File: config.mk
export PLATFORM = sky130hd
export DESIGN_NAME = uart_rx_frontend
export DESIGN_NICKNAME = d
export VERILOG_FILES = /design/src/rtl/uart_rx_frontend_pkg.sv /design/src/rtl/uart_rx_frontend_sync.sv /design/src/rtl/uart_rx_frontend.sv
export SDC_FILE = /design/constraint.sdc
export NUM_CORES = 1
export LEC_CHECK = 0
export BUFFER_PORTS_ARGS = -buffer_cell sky130_fd_sc_hd__buf_2
export CORE_ASPECT_RATIO = 0.6
export CORE_MARGIN = 1
export CORE_UTILIZATION = 57
export CTS_BUF_LIST = sky130_fd_sc_hd__clkbuf_16
export DETAILED_ROUTE_END_ITERATION = 10
export GPL_TIMING_DRIVEN = 1
export PLACE_DENSITY = 0.8
export SLEW_MARGIN = 10
export SYNTH_ARGS = -nofsm -noshare
export SYNTH_HDL_FRONTEND = slang
export SYNTH_SLANG_ARGS = --single-unit
File: constraint.sdc
create_clock -name clk_i -period 4.4 [get_ports clk_i]
set_input_delay 0 -clock clk_i [delete_from_list [all_inputs] [get_ports clk_i]]
set_output_delay 0 -clock clk_i [all_outputs]
set_load 0.05 [all_outputs]
File: src/rtl/uart_rx_frontend_pkg.sv
// Shared types and constants for the UART RX pad conditioning front end.
// Glitch counting is built only when UART_RX_FRONTEND_GLITCH_CNT_EN is defined.
package uart_rx_frontend_pkg;

  typedef enum logic [1:0] {
    ST_IDLE  = 2'b00,
    ST_LOW   = 2'b01,
    ST_BREAK = 2'b10
  } brk_st_e;

  localparam int unsigned GlitchCntW    = 8;
  localparam int unsigned FilterLenMin  = 1;
  localparam int unsigned FilterLenMax  = 8;
  localparam int unsigned SyncStagesMin = 2;
  localparam int unsigned SyncStagesMax = 3;

endpackage

File: src/rtl/uart_rx_frontend_sync.sv
// Multi-flop synchronizer for the asynchronous RX pad; resets to line-idle (1).
module uart_rx_frontend_sync #(
  parameter int unsigned Stages = 2
) (
  input  logic clk_i,
  input  logic rst_ni,
  input  logic d_i,
  output logic q_o
);

  logic [Stages-1:0] r_ff;

  always_ff @(posedge clk_i or negedge rst_ni) begin
    if (!rst_ni) r_ff <= '1;
    else         r_ff <= {r_ff[Stages-2:0], d_i};
  end

  assign q_o = r_ff[Stages-1];

endmodule

File: src/rtl/uart_rx_frontend.sv
// RX pad conditioning: synchronizer, stable-window glitch filter, break detector.
// Define UART_RX_FRONTEND_GLITCH_CNT_EN to build the rejected-glitch counter.
module uart_rx_frontend
  import uart_rx_frontend_pkg::*;
#(
  parameter int unsigned SyncStages = 2,
  parameter int unsigned FilterLen  = 4,
  parameter int unsigned BreakCntW  = 16
) (
  input  logic                  clk_i,
  input  logic                  rst_ni,
  input  logic                  rx_i,
  input  logic                  filter_en_i,
  input  logic [BreakCntW-1:0]  break_thresh_i,
  input  logic                  glitch_clr_i,
  output logic                  rx_o,
  output logic                  fall_edge_o,
  output logic                  break_o,
  output logic                  break_pulse_o,
  output logic [GlitchCntW-1:0] glitch_cnt_o
);

  if (FilterLen < FilterLenMin || FilterLen > FilterLenMax) begin : g_bad_filter_len
    $error("uart_rx_frontend: FilterLen out of range");
  end
  if (SyncStages < SyncStagesMin || SyncStages > SyncStagesMax) begin : g_bad_sync_stages
    $error("uart_rx_frontend: SyncStages out of range");
  end

  logic w_s;

  uart_rx_frontend_sync #(
    .Stages (SyncStages)
  ) u_sync (
    .clk_i  (clk_i),
    .rst_ni (rst_ni),
    .d_i    (rx_i),
    .q_o    (w_s)
  );

  // The window compare includes the current sample, so rx_o moves on the
  // same edge that shifts the FilterLen-th agreeing sample in.
  logic [FilterLen-1:0] w_win_nxt;

  if (FilterLen > 1) begin : g_win
    logic [FilterLen-2:0] r_win;
    always_ff @(posedge clk_i or negedge rst_ni) begin
      if (!rst_ni) r_win <= '1;
      else         r_win <= w_win_nxt[FilterLen-2:0];
    end
    assign w_win_nxt = {r_win, w_s};
  end else begin : g_nowin
    assign w_win_nxt = w_s;
  end

  logic w_agree;
  logic w_rx_nxt;
  logic r_rx;
  logic r_fall;

  assign w_agree  = (&w_win_nxt) | ~(|w_win_nxt);
  assign w_rx_nxt = filter_en_i ? (w_agree ? w_s : r_rx) : w_s;

  always_ff @(posedge clk_i or negedge rst_ni) begin
    if (!rst_ni) begin
      r_rx   <= 1'b1;
      r_fall <= 1'b0;
    end else begin
      r_rx   <= w_rx_nxt;
      r_fall <= r_rx & ~w_rx_nxt;
    end
  end

  assign rx_o        = r_rx;
  assign fall_edge_o = r_fall;

`ifdef UART_RX_FRONTEND_GLITCH_CNT_EN
  logic                  r_pend;
  logic [GlitchCntW-1:0] r_gcnt;
  logic                  w_glitch;

  // A pending excursion that returns to rx_o without moving it is one glitch.
  assign w_glitch = filter_en_i & r_pend & (w_s == r_rx);

  always_ff @(posedge clk_i or negedge rst_ni) begin
    if (!rst_ni) begin
      r_pend <= 1'b0;
      r_gcnt <= '0;
    end else begin
      r_pend <= filter_en_i & (w_rx_nxt == r_rx) & (w_s != r_rx);
      if (glitch_clr_i)                 r_gcnt <= '0;
      else if (w_glitch && !(&r_gcnt))  r_gcnt <= r_gcnt + 1'b1;
    end
  end

  assign glitch_cnt_o = r_gcnt;
`else
  logic w_unused_glitch_clr;
  assign w_unused_glitch_clr = glitch_clr_i;
  assign glitch_cnt_o        = '0;
`endif

  brk_st_e              r_st;
  logic [BreakCntW-1:0] r_cnt;
  logic [BreakCntW-1:0] w_cnt_inc;
  logic                 w_thr_zero;
  logic                 r_brk;
  logic                 r_bpulse;

  assign w_cnt_inc  = (&r_cnt) ? r_cnt : r_cnt + 1'b1;
  assign w_thr_zero = (break_thresh_i == '0);

  // r_cnt is the number of rx_o-low cycles seen so far; a threshold of 1 is
  // met by the first one, so IDLE can enter BREAK directly.
  always_ff @(posedge clk_i or negedge rst_ni) begin
    if (!rst_ni) begin
      r_st     <= ST_IDLE;
      r_cnt    <= '0;
      r_brk    <= 1'b0;
      r_bpulse <= 1'b0;
    end else begin
      r_bpulse <= 1'b0;
      case (r_st)
        ST_IDLE: begin
          if (!r_rx && !w_thr_zero) begin
            r_cnt <= BreakCntW'(1);
            if (break_thresh_i == BreakCntW'(1)) begin
              r_st     <= ST_BREAK;
              r_brk    <= 1'b1;
              r_bpulse <= 1'b1;
            end else begin
              r_st <= ST_LOW;
            end
          end
        end
        ST_LOW: begin
          if (w_thr_zero || r_rx) begin
            r_st  <= ST_IDLE;
            r_cnt <= '0;
          end else begin
            r_cnt <= w_cnt_inc;
            if (w_cnt_inc >= break_thresh_i) begin
              r_st     <= ST_BREAK;
              r_brk    <= 1'b1;
              r_bpulse <= 1'b1;
            end
          end
        end
        ST_BREAK: begin
          if (w_thr_zero || r_rx) begin
            r_st  <= ST_IDLE;
            r_cnt <= '0;
            r_brk <= 1'b0;
          end
        end
        default: begin
          r_st  <= ST_IDLE;
          r_cnt <= '0;
          r_brk <= 1'b0;
        end
      endcase
    end
  end

  assign break_o       = r_brk;
  assign break_pulse_o = r_bpulse;

endmodule
==> impl_metrics.yaml <==
outcome:
  status: "completed"
yosys:
  ys_ff_latch: 27
  ys_warn_count: 0
  synth_ff_type: "dfrtp_1"
  syn_area_per_cell_um2: 8.94
  synthDistinctLibCells: 57
  synth_seq_area_share_pct: 32.5
  synth_edf_count: 0
  syn_inst: 235
  syn_area_um2: 2100
  synthArstFlopShare_pct: 100
power:
  pwr-share-comb_pct: 26.6
  p_switching_uw: 226
  seqPwrFrac_pct: 43.5
  p_clk_share_pct: 29.9
  switching_share_pct: 33.0
  p_leak_nw: 1.20
  p_int_uw: 458
  p_per_area_nw_per_um2: 296
  ir_drop_mv: 0.218
clock_network:
  clk_transition_reported_paths_ns: 0.07
  clk_path_buf_depth: 2
  clock_latency_ns: 0.27
  cts_root_buf: "clkbuf_16"
  cts_sinks: 27
  cts_setup_buffers: 0
  cts.htree.levels: 1
  numCtsBuffers: 3
  cts_tree: "done"
  cts_resized: 0
  postCtsHoldBufs: 2
min_path:
  hp-class: "input pin to register"
  worstHoldStart: "filter_en_i"
  hold_path_depth: 3
  min_to: "rx_o"
worst_setup_path:
  rrSetupSlack_ns: 0.81
  required_ns: 4.54
  reg2reg_to: "r_st[1]"
  critPathBufInv: 0
  critPathSlowestCell: "dfrtp_1"
  critPathMaxFanout: 6
  worst-path-stages: 11
  crit_path_end_kind: "register"
  reg2reg_depth: 11
  crit_type: "register to register"
  reg2reg_from: "r_cnt[1]"
  crit_chain: "ha_1 > nand3_1 > nor4_1 > and3_1 > mux2_2 > ha_1 > a21oi_1 > nand2_1 > a221oi_1 > a21oi_1 > or2_2"
  crit_family: "simple AND/OR/NAND/NOR gates"
  startpoint_type: "register"
  cp.arrival_ns: 3.74
  critPathMaxStageDelay_ns: 0.47
global_route:
  grt_pass1_vias: 1554
  grt_first_pass_wirelength_um: 7620
  track_usage_pct: 25.8
  grt-ovfl-total: 0
  grt_max_degree: 28
  antenna_found_initial: 0
timing:
  fmax_ghz: 0.278
  finalSetupTns_ns: 0
  worst_pin_slew_ns: 0.705
  skew_ns: 0.00947
  setup_viol: 0
  worst_slack_ns: 0.807
  rsz0062_at_grt: "no"
  drv_slew: 0
  finalCritPeriodShare_pct: 81.7
  relSlewSlack_pct: 52.8
  min_period_ns: 3.59
  final_hold_viol_count: 0
route:
  dr.pass1.iters: 4
  vias_per_cell: 5.76
  drt_iter0_drc: 182
  wl_per_cell_um: 14.9
  routed_wl_um: 4490
  ant_nets: 0
  vias: 1741
  drc: 0
die:
  rows: 16
  die_y_um: 49.0
  initial_core_util_pct: 62.1
  die_area_um2: 3940
  core_area_um2: 3380
  io_pins: 33
  die_w_um: 80.4
place:
  pre_cts_ws_ns: 0.840
  dp_hpwl_um: 3530
  port_buffers: 23
  place_congestion: 0.870
  place_area_um2: 2210
final_layout:
  mostFrequentLayoutCell: "buf_2"
  drive_gt1_share_pct: 18.3
  syn_to_final_growth_pct: 9.83
  n_antenna_cell: 0
  nNetsFinal: 296
  final_cell_mix: "buf_2, inv_1, dfrtp_1"
  fin_area_um2: 2310
run:
  cap_violations: 0
-- per-layer routing --
metal	vias up	global-route usage, %	part of all wire [%]	wire, um
met4	0	2.68	0.42	19
met1	812	41.8	54	2410
met3	5	5.05	4.9	220
met2	35	36.2	41	1840
li1	889	-	-	-
met5	-	0	0	0
-- worst max-delay path by stage --
stage                          to  slack [ns]     start
final                     r_st[1]        0.81  r_cnt[1]
after global placement    r_st[1]        0.90  r_cnt[0]
after global routing      r_st[1]        0.45  r_cnt[0]
after floorplan           r_st[1]        1.30  r_cnt[0]
after CTS                 r_st[1]        0.83  r_cnt[0]
after detailed placement  r_st[1]        0.84  r_cnt[0]
-- per-stage QoR --
step                      util, %  total power [mW]  std cells  hold WS (ns)
final                        68.2             0.684        302        0.0496
after global routing         68.2             0.728        302        0.0628
after CTS                    68.2             0.686        302        0.0493
after detailed placement     65.3             0.480        296        0.0345
after global placement       65.3             0.474        296        0.0383
after floorplan                 -             0.434        242        -0.296
-- flip-flops by register name, indices dropped and copies added (netlist names) --
name and flops:
r_cnt 16, g_win.r_win 3, r_st 2, u_sync.r_ff 2, break_o 1, break_pulse_o 1
fall_edge_o 1, rx_o 1
-- area by class of cell --
class,instances,area (um^2)
timing repair buffer,26,143
clock buffer,3,75.1
sequential,27,683
fill,294,1080
tap,45,56.3
inverter,20,75.1
clock inverter,1,3.75
multi-input combinational,180,1270
-- power by group through the flow --
| stage | combinational, mW | clock, mW | sequential, mW |
|---|---|---|---|
| 3_3_place_gp | 0.174 | 0 | 0.300 |
| 3_5_place_dp | 0.179 | 0 | 0.301 |
| 5_1_grt | 0.205 | 0.223 | 0.300 |
| 4_1_cts | 0.182 | 0.208 | 0.296 |
| 2_1_floorplan | 0.116 | 0 | 0.317 |
| 6_report | 0.182 | 0.204 | 0.297 |
-- kinds of logic after synthesis --
group,after synthesis,share of synthesized area [%]
AND/OR/NAND/NOR,86,23.7
AO/OA/AOI/OAI,59,20.8
buffers and inverters,35,8.22
adder cells (fa/ha/maj),17,10.1
XOR/XNOR,8,3.34
other,1,0.179
flip-flops,27,32.5
multiplexers,2,1.07
-- worst min-delay path, stage by stage --
cell      delay (ns)
buf_2           0.10
a21oi_1         0.13
a211oi_1        0.07
-- synth_stat cells (4+ instances only) --
cell type | n | area [um^2]
a211o_1 | 4 | 35.0
a21oi_1 | 18 | 90.1
a22o_1 | 4 | 35.0
and3_1 | 8 | 50.1
buf_4 | 8 | 60.1
dfrtp_1 | 21 | 526
dfstp_2 | 6 | 158
ha_1 | 17 | 213
inv_1 | 20 | 75.1
nand2_1 | 15 | 56.3
nand3_1 | 6 | 30.0
nand4_1 | 4 | 25.0
nor2_1 | 18 | 67.6
nor3_1 | 6 | 30.0
nor4_1 | 7 | 43.8
o21a_1 | 5 | 37.5
o21ai_0 | 9 | 45.0
xnor2_1 | 5 | 43.8
(Power assumes the default switching activity.)
